File: src/rtl/craft_pkg.sv
// Shared constants, Q permutation table and FSM state encoding for the
// CRAFT tweakey generator.
package craft_pkg;

  localparam int NIBBLE_W    = 4;
  localparam int NUM_NIBBLES = 16;
  localparam int BLOCK_W     = NIBBLE_W * NUM_NIBBLES;

  // Q permutation: output nibble j takes input nibble P[j].
  // Nibble 0 sits in bits 63:60, so entry j is stored at bits 63-4j -: 4.
  localparam logic [BLOCK_W-1:0] P_TABLE = 64'hCAF5_E892_B374_601D;

  typedef enum logic [0:0] {
    ST_IDLE = 1'b0,
    ST_RUN  = 1'b1
  } state_e;

  // Source nibble index feeding output nibble j of Q.
  function automatic int unsigned p_src(input int unsigned j);
    logic [NIBBLE_W-1:0] entry;
    entry = P_TABLE[BLOCK_W-1-NIBBLE_W*j -: NIBBLE_W];
    return {28'd0, entry};
  endfunction

endpackage

File: src/rtl/craft_q_perm.sv
// Purely combinational CRAFT tweak permutation Q (nibble shuffle).
module craft_q_perm
  import craft_pkg::*;
(
  input  logic [BLOCK_W-1:0] t_in,
  output logic [BLOCK_W-1:0] q_out
);

  for (genvar j = 0; j < NUM_NIBBLES; j++) begin : g_nib
    localparam int unsigned SRC = p_src(j);
    assign q_out[BLOCK_W-1-NIBBLE_W*j -: NIBBLE_W] =
      t_in[BLOCK_W-1-NIBBLE_W*SRC -: NIBBLE_W];
  end

endmodule

File: src/rtl/craft_tweakey_gen.sv
// CRAFT round tweakey generator: on start, latches key/tweak/Q(tweak) and
// streams ROUNDS tweakeys (forward or reverse order) over a valid/ready port.
//
// Handshake: tk_valid is high for the whole RUN state and tk/tk_round/tk_last
// are stable while tk_valid=1 and tk_ready=0; a transfer happens on a rising
// edge where tk_valid and tk_ready are both high. start is only honoured when
// ready=1 (IDLE); start in RUN is dropped.
module craft_tweakey_gen
  import craft_pkg::*;
#(
  parameter int ROUNDS   = 32,
  parameter int TWEAK_EN = 1,
  parameter int RW       = 8
) (
  input  logic          clk,
  input  logic          rst,
  input  logic          start,
  input  logic          decrypt,
  input  logic [127:0]  key,
  input  logic [63:0]   tweak,
  output logic          ready,
  output logic          tk_valid,
  input  logic          tk_ready,
  output logic [63:0]   tk,
  output logic [RW-1:0] tk_round,
  output logic          tk_last,
  output state_e        dbg_state
);

  localparam logic [RW-1:0] LAST_IDX = RW'(ROUNDS - 1);

  state_e        state_q, state_d;
  logic [RW-1:0] idx_q, idx_d;
  logic          dec_q, dec_d;
  logic [63:0]   k0_q, k0_d;
  logic [63:0]   k1_q, k1_d;
  logic [63:0]   t_q, t_d;
  logic [63:0]   qt_q, qt_d;
  logic [63:0]   tk_q, tk_d;
  logic          last_q, last_d;
  logic [63:0]   q_tweak;

  // Q is only needed once per sequence, so it sits on the load path.
  craft_q_perm u_q_perm (
    .t_in  (tweak),
    .q_out (q_tweak)
  );

  // Even rounds use K0, odd rounds K1; rounds with (i mod 4) >= 2 use Q(T).
  function automatic logic [63:0] tk_of(input logic [RW-1:0] idx,
                                        input logic [63:0] k0,
                                        input logic [63:0] k1,
                                        input logic [63:0] t,
                                        input logic [63:0] qt);
    logic [RW:0]  ext;
    logic [63:0]  kx;
    logic [63:0]  tx;
    ext = {1'b0, idx};
    kx  = ext[0] ? k1 : k0;
    tx  = ext[1] ? qt : t;
    return kx ^ tx;
  endfunction

  function automatic logic is_last(input logic [RW-1:0] idx, input logic dec);
    return dec ? (idx == '0) : (idx == LAST_IDX);
  endfunction

  // Next-state, index stepping and registered-output precomputation.
  always_comb begin
    state_d = state_q;
    idx_d   = idx_q;
    dec_d   = dec_q;
    k0_d    = k0_q;
    k1_d    = k1_q;
    t_d     = t_q;
    qt_d    = qt_q;
    tk_d    = tk_q;
    last_d  = last_q;
    case (state_q)
      ST_IDLE: begin
        if (start) begin
          state_d = ST_RUN;
          dec_d   = decrypt;
          k0_d    = key[127:64];
          k1_d    = key[63:0];
          t_d     = (TWEAK_EN != 0) ? tweak   : 64'd0;
          qt_d    = (TWEAK_EN != 0) ? q_tweak : 64'd0;
          idx_d   = decrypt ? LAST_IDX : '0;
          tk_d    = tk_of(idx_d, k0_d, k1_d, t_d, qt_d);
          last_d  = is_last(idx_d, decrypt);
        end
      end
      ST_RUN: begin
        if (tk_ready) begin
          if (last_q) begin
            state_d = ST_IDLE;
            idx_d   = '0;
            tk_d    = 64'd0;
            last_d  = 1'b0;
          end else begin
            idx_d  = dec_q ? (idx_q - RW'(1)) : (idx_q + RW'(1));
            tk_d   = tk_of(idx_d, k0_q, k1_q, t_q, qt_q);
            last_d = is_last(idx_d, dec_q);
          end
        end
      end
      default: state_d = ST_IDLE;
    endcase
  end

  // State and datapath registers, cleared asynchronously.
  always_ff @(posedge clk or posedge rst) begin
    if (rst) begin
      state_q <= ST_IDLE;
      idx_q   <= '0;
      dec_q   <= 1'b0;
      k0_q    <= 64'd0;
      k1_q    <= 64'd0;
      t_q     <= 64'd0;
      qt_q    <= 64'd0;
      tk_q    <= 64'd0;
      last_q  <= 1'b0;
    end else begin
      state_q <= state_d;
      idx_q   <= idx_d;
      dec_q   <= dec_d;
      k0_q    <= k0_d;
      k1_q    <= k1_d;
      t_q     <= t_d;
      qt_q    <= qt_d;
      tk_q    <= tk_d;
      last_q  <= last_d;
    end
  end

  assign ready     = (state_q == ST_IDLE);
  assign tk_valid  = (state_q == ST_RUN);
  assign tk        = tk_q;
  assign tk_round  = idx_q;
  assign tk_last   = last_q;
  assign dbg_state = state_q;

endmodule

File: config.mk
export PLATFORM = sky130hd
export DESIGN_NAME = craft_tweakey_gen
export DESIGN_NICKNAME = d
export VERILOG_FILES = /design/src/rtl/craft_pkg.sv /design/src/rtl/craft_q_perm.sv /design/src/rtl/craft_tweakey_gen.sv
export SDC_FILE = /design/constraint.sdc
export NUM_CORES = 1
export LEC_CHECK = 0
export CORE_MARGIN = 1
export CORE_UTILIZATION = 35
export CTS_CLUSTER_SIZE = 12
export DETAILED_ROUTE_END_ITERATION = 10
export GPL_TIMING_DRIVEN = 0
export PLACE_DENSITY = 0.68
export SYNTH_ARGS = -nofsm -noshare
export SYNTH_HDL_FRONTEND = slang
export SYNTH_SLANG_ARGS = --single-unit
File: constraint.sdc
create_clock -name clk -period 13.3 [get_ports clk]
set_input_delay 2.66 -clock clk [delete_from_list [all_inputs] [get_ports clk]]
set_output_delay 2.66 -clock clk [all_outputs]
set_load 0.05 [all_outputs]
# Yosys cells after proc, flatten, opt, wreduce, memory -nomap -nowiden
# Index checks and enable logic that the tools add are counted.
totals:
  reg_bits: 331
  latchBits: 0
  ramBits: 0
  mem_bits_ro: 0
  inputBits: 197
  out_inout_bits: 76
  word_cells: 46
  memories: 0
op_classes:
  addsub: 2
  mul: 0
  div_mod_pow: 0
  n_lt_le_gt_ge: 0
  n_eq_ne: 4
  n_shift: 0
  muxes: 24
  bitwise: 3
  n_reduce_logical: 4
op_table:
  columns: ["cell", "n"]
  rows:
  - ["2-to-1 mux 64 bit", 7]
  - ["case mux 64 bit (2 select lines)", 1]
  - ["bitwise XOR 64 bit", 2]
  - ["2-to-1 mux 8 bit", 4]
  - ["logical NOT 8 bit", 2]
  - ["case mux 8 bit (2 select lines)", 1]
  - ["adder 8 x 1 -> 8 bit (second input constant)", 1]
  - ["equality test 8 x 5 -> 1 bit (second input constant)", 1]
  - ["2-to-1 mux 1 bit", 8]
  - ["subtractor 8 x 1 -> 8 bit (second input constant)", 1]
  - ["equality test 5 bit (second input constant)", 1]
  - ["2-to-1 mux 5 bit", 1]
  - ["inequality test 2 bit (second input constant)", 2]
  - ["case mux 1 bit (2 select lines)", 2]
  - ["AND reduction 2 bit", 2]
  - ["inverter 1 bit", 1]

# Depth between registers and ports, before layout
# Gate-level depths: netlist of the first run.
depth:
  word_depth: 7
  ltp_mapped: 8
  depth_no_buf: 6

# By module
# Synthesis of the first run repeated with hierarchy kept, for this count alone.
unflattened:
  cells_unflattened: 1995
  hier_area_um2: 17180.2
by_module_without_submodules:
  columns: ["module", "instances", "cells_each", "area_per_inst_um2", "seq_area_each_um2"]
  rows:
  - ["craft_tweakey_gen", 1, 1931, 16699.8, 8282.9]
  - ["craft_q_perm", 1, 64, 480.5, 0.0]

# Worst setup path before layout of the first run
# Ideal clock, no wire load.
synth_path:
  path_type: "input to register"
  start: "input start"
  end: "register idx_q[0], in the netlist tk_round[0]"
  setup_time_ps: 143
  arrival_ps: 3569
  path_slack_ps: 9588
  path_stages: 6
  path_buffers: 3
  path_cell_list: "nor2b_1 clkbuf_1 a21oi_2 buf_2 buf_2 a22oi_1"
synth_between:
  elab_chain_cells: 2
synth_rtl:
  columns: ["element", "line", "source"]
  rows:
  - ["start: declaration", "craft_tweakey_gen.sv:17", "input logic start,"]
  - ["inequality test 2 bit (no line)", null, null]
  - ["AND reduction 2 bit (no line)", null, null]
  - ["end signal: assignment", "craft_tweakey_gen.sv:125", "idx_q <= idx_d;"]
  - ["end: declaration", "craft_tweakey_gen.sv:33", "logic [RW-1:0] idx_q, idx_d;"]
# Every way passes these cells.
# A chain may end at the register's enable or synchronous reset.

# Worst setup path after layout of the first run
# Same ends and word-level chain as after synthesis.

==> reports/metrics.cfg, run 1 <==
[sta]
rsz0062_at_grt=no
period_minus_slack_ns=4.98
setup_viol=0
holdWs_ns=0.473
slew_violations=0
skew_ns=0.0103
post-route-period-util=0.375
fmax_ghz=0.201
hold_viol_final=0
slew_headroom=0.265
tightest_slew_ns=1.10

[cts]
cts_max_level=1
holdBufCountCts=0
tritoncts=built
numCtsBuffers=30
cts_setup_buffers=0
clock_sinks=267
path_clk_slew_ns=0.06
root_buffer=clkbuf_16
cts_resized=0
clock_latency_ns=0.58
clk_path_buf_depth=3

[pwr]
peakVddDrop_mv=0.131
total_power_mw=5.15
p_per_area_nw_per_um2=273
p_leak_nw=8.90

[synth]
synth.area.top_cells=dfrtp_1, nand2_1, mux2i_1
synth_compound_area_frac=0.0904
synth_edf_count=0
syn_area_sq_um=14400
ys.flop_type=dfrtp_1
synth_mux_area_frac=0.0899
synthArstFlopShare=1.00
synth_top_family_by_area=simple AND/OR/NAND/NOR gates
ys_types=39
synthAdderAreaFrac=0.00836
synth_common_cells=nand2_1, dfrtp_1, xor2_1
yosysSeqAreaShare=0.465
yosys.area_share.simple=0.195
yosysWarnings=0
ys_ff_latch=267
syn_nets=1866
synthCells=1660
yosysMostFrequentCell=nand2_1
synth_xor_area_frac=0.120
synth_top_cell_by_area=dfrtp_1
yosysTopAreaCellShare=0.465
syn_avg_cell_area_sq_um=8.65

[global_route]
grt_overflow=0
grt_pass1_wl_mm=82.7
grt_start_max_net_pins=100
grt_pass1_vias=13300
gr-usage-all-layers=0.266
antenna_found_initial=4

[final_layout]
final_area_sq_um=18800
fin_util=0.470
area_growth_pct=31.2
drive_above_1_share=0.0488
seq_area_sq_um=6680
final_net_count=2171
fillCellCount=3864
multi_input_area_sq_um=7240

[drt]
final_antenna_net_count=0
post_drt_wl_per_cell_um=22.1
wirelength_mm=55.7
drc=0
routed_via_density=5.28
wirelength_met1_mm=23.1
firstDrtPassIters=5
route.met2.wl_mm=25.7
top_layer=met5
vias=13300
drtIter0Drc=1226
dr_wl_met3_mm=4.54

[critical_path]
crit_end=tk_round[0]
reg2reg_depth=7
r2r-start=dbg_state
crit_arrival_ns=5.40
r2r_end=tk_round[0]
cp-end-kind=flip-flop
cp.required_ns=13.72
crit_type=in2reg
crit_path_start=start
cp_max_fo=11
startpoint_type=input port
r2r_slack_ns=10.33

[run]
max_cap_violations=0

[die]
rows=73
initial_core_util=0.358
dieHeight_um=205
core_sq_um=40100
ios=273
die_w_um=205
die_area_sq_um=41900

[outcome]
status=complete, no violations

[place]
placed_area_sq_um=17800
io_buffers=271
hpwl_mm=41.9
place.gp.congestion=0.932

[min_path]
hold_class=reg2reg

-- cell usage in the layout (no fill, tap or decap), types with 2 or more instances in the layout --
cell type	instances
o21ai_1	66
nand3_1	2
clkbuf_8	7
mux2i_1	129
clkinv_2	8
buf_16	2
bufinv_16	4
a32o_1	2
clkdlybuf4s50_1	271
a21oi_1	72
diode_2	4
buf_2	35
nand2_1	655
buf_1	5
dfrtp_1	267
a21o_1	2
buf_4	3
a211oi_1	65
clkbuf_1	61
ha_1	8
nor2_1	71
xnor2_1	65
clkbuf_16	30
xor2_1	132
-- state kept, by name, summed over array words and instances, names as in the netlist --
signal	cells
tk	64
k1_q	64
tk_round	8
dec_q	1
k0_q	64
tk_last	1
dbg_state	1
qt_q	1
t_q	63
-- cells by family (layout without fill, tap and decap cells) --
kind of cell    count (synthesis)  in the layout
other cells                     0              4
mux                           129            129
simple gates                  737            737
buf+inv                       104            430
compound gates                217            217
fa+ha+maj                       9              9
flops                         267            267
xor+xnor                      197            197
-- routing by layer --
layer,vias up,track usage
met3,133,0.0444
met1,6485,0.351
met2,652,0.431
li1,5997,-
met5,-,0
met4,2,0.108
-- worst min path at each step --
| stage | from | to | slack, ns | cells past startpoint |
|---|---|---|---|---|
| 3_3_place_gp | k1_q[3] | k1_q[3] | 0.46 | 2 |
| 5_1_grt | k0_q[30] | k0_q[30] | 0.49 | 2 |
| 6_report | k1_q[27] | k1_q[27] | 0.47 | 2 |
| 2_1_floorplan | k1_q[0] | k1_q[0] | 0.44 | 2 |
| 3_5_place_dp | k1_q[45] | k1_q[45] | 0.46 | 2 |
| 4_1_cts | k1_q[45] | k1_q[45] | 0.48 | 2 |
-- critical path, stage by stage --
cell and delay [ns]:
clkdlybuf4s50_1 0.48, nor2b_1 0.16, clkbuf_1 0.23, a21oi_2 0.86
buf_2 0.52, buf_2 0.33, a22oi_1 0.13
-- through the flow --
step	worst slack (ns)	setup TNS [ns]	instances
3_3_place_gp	-0.284	-68.70	2456
5_1_grt	8.30	0	2514
6_report	8.32	0	2515
3_5_place_dp	7.80	0	2458
2_1_floorplan	3.29	0	1660
4_1_cts	8.38	0	2511
-- area by class of cell --
| type | count | area share |
|---|---|---|
| tap | 525 | 0.0349 |
| timing repair buffer | 273 | 0.147 |
| sequential | 267 | 0.355 |
| inverter | 3 | 0.000996 |
| buffer | 101 | 0.0230 |
| multi-input combinational | 1289 | 0.384 |
| antenna | 4 | 0.000531 |
| clock buffer | 40 | 0.0456 |
| clock inverter | 13 | 0.00936 |
-- where the power goes --
part	internal, mW	total (mW)	switching, mW
combinational	1.08	2.76	1.67
sequential	1.22	1.51	0.293
clock	0.527	0.885	0.358
Note: power is estimated with default switching activity, not from simulation.
==> run 2, diff against run 1 <==
--- a/config.mk
+++ b/config.mk
@@ -10,7 +10,7 @@
 export CTS_CLUSTER_SIZE = 12
 export DETAILED_ROUTE_END_ITERATION = 10
 export GPL_TIMING_DRIVEN = 0
-export PLACE_DENSITY = 0.68
+export PLACE_DENSITY = 0.71
 export SYNTH_ARGS = -nofsm -noshare
 export SYNTH_HDL_FRONTEND = slang
 export SYNTH_SLANG_ARGS = --single-unit
==> constraint.sdc (replaced) <==
create_clock -name clk -period 4.45 [get_ports clk]
set_input_delay 0.89 -clock clk [delete_from_list [all_inputs] [get_ports clk]]
set_output_delay 0.89 -clock clk [all_outputs]
set_load 0.05 [all_outputs]
==> reports/metrics.cfg, run 2 (same netlist as run 1, synthesis figures left out) <==
[global_route]
grt_overflow=0  ; unchanged
antenna_found_initial=10  ; +6
grt_pass1_vias=13500  ; +1.4%
grt_pass1_wl_mm=82.2  ; -0.60%
grt_start_max_net_pins=41  ; -59%
gr-usage-all-layers=0.265  ; -0.000588

[place]
hpwl_mm=42.4  ; +1.3%
place_inst=2464  ; +0.24%
io_buffers=271  ; unchanged
pre_cts_slack_ns=0.760  ; -7.04 ns
placed_area_sq_um=17900  ; +0.57%
place.gp.congestion=0.967  ; +3.8%

[critical_path]
cp_common_cell=buf_2
crit_type=in2reg
max_stage_delay_ns=0.84  ; -0.02 ns
crit_chain=clkdlybuf4s50_1 > nor2b_1 > clkbuf_1 > a21oi_2 > buf_2 > buf_2 > nand2_1 > o21ai_1
cp.required_ns=4.94  ; -8.78 ns
cp-end-kind=flip-flop
startpoint_type=input port
slowest_stage=a21oi_2
crit_arrival_ns=3.69  ; -1.71 ns
cp_max_fo=10  ; -1

[sta]
slew_violations=0  ; unchanged
tns_ns=0  ; unchanged
holdWs_ns=0.476  ; +0.00239 ns
setup_viol=0  ; unchanged
slew_headroom=0.280  ; +0.0147
period_minus_slack_ns=3.20
fmax_ghz=0.312
tightest_slew_ns=1.08  ; -0.0221 ns
hold_viol_final=0  ; unchanged
post-route-period-util=0.719
fin_ws_ns=1.25  ; -7.07 ns
rsz0062_at_grt=no
skew_ns=0.0229  ; +0.0126 ns

[cts]
cts_setup_buffers=0  ; unchanged
path_clk_slew_ns=0.06  ; about the same
clock_latency_ns=0.58  ; about the same
clk_path_buf_depth=3  ; unchanged
cts_resized=0  ; unchanged
cts_max_level=1  ; unchanged
root_buffer=clkbuf_16
holdBufCountCts=0  ; unchanged
clock_sinks=267  ; unchanged
tritoncts=built
numCtsBuffers=30  ; unchanged

[final_layout]
final_area_sq_um=18900  ; +0.46%
area_growth_pct=31.8
drive_above_1_share=0.0507  ; +0.00184
final_net_count=2177  ; +0.28%
final_cell_mix=nand2_1, clkdlybuf4s50_1, dfrtp_1
final_common_cell=nand2_1
instances_no_fill=2526  ; +0.44%
fin_util=0.472  ; +0.00215

[drt]
route.met2.wl_mm=25.9  ; +0.73%
wirelength_met1_mm=22.2  ; -3.6%
drc=0  ; unchanged
final_antenna_net_count=0  ; unchanged
routed_via_density=5.26  ; -0.32%
wirelength_mm=55.6  ; -0.16%
drtIter0Drc=1341  ; +9.4%
dr_wl_met3_mm=5.18  ; +14%
post_drt_wl_per_cell_um=22.0  ; -0.59%
firstDrtPassIters=5  ; unchanged
top_layer=met5
vias=13300  ; +0.11%

[run]
max_cap_violations=0  ; unchanged

[die]
ios=273  ; unchanged
core_sq_um=40100  ; unchanged
dieHeight_um=205  ; unchanged
die_area_sq_um=41900  ; unchanged
die_w_um=205  ; unchanged
rows=73  ; unchanged
initial_core_util=0.358  ; unchanged

[pwr]
peakVddDrop_mv=0.426  ; +230%
p_leak_nw=8.93  ; +0.34%
total_power_mw=15.4  ; +200%
p_per_area_nw_per_um2=813  ; +200%

[outcome]
status=complete, no violations

[min_path]
hold_class=reg2reg

==> run 2: power breakdown <==
group | switching, mW | internal (mW) | total [mW] | leakage [nW]
logic | 5.04 | 3.25 | 8.29 | 5.09
clock network | 1.05 | 1.53 | 2.58 | 0.504
registers | 0.874 | 3.64 | 4.51 | 3.34
total | 6.96 | 8.42 | 15.4 | 8.93
==> run 2: metal layers <==
metal | vias up | track usage
met3 | 132 | 0.0536
met1 | 6408 | 0.343
met2 | 718 | 0.431
li1 | 6022 | -
met4 | 4 | 0.107
met5 | - | 0
==> run 2: worst paths after layout <==
path,slack (ns),from,end,depth (start not counted)
setup / recovery,1.25,start,tk[47],8
setup reg to reg,1.47,dbg_state,tk[47],8
hold reg to reg,0.48,k1_q[22],k1_q[22],2
hold / removal,0.48,k1_q[22],k1_q[22],2
max in group asynchronous,2.49,rst,tk[9],6
min in group asynchronous,0.67,rst,tk[43],2
==> run 2: critical path: cells and delay by family <==
| kind | cells | cell delay [ns] |
|---|---|---|
| simple gates | 2 | 0.27 |
| buf+inv | 4 | 1.57 |
| compound gates | 2 | 0.94 |
==> run 2: cell type report <==
class / count / area, sq um
Clock inverter: 14 / 181
Sequential cell: 267 / 6680
Inverter: 3 / 15.0
Antenna cell: 8 / 20.0
Buffer: 101 / 434
Fill cell: 3799 / 21200
Tap cell: 525 / 657
Multi-Input combinational cell: 1289 / 7240
Clock buffer: 40 / 828
Timing Repair Buffer: 279 / 2870
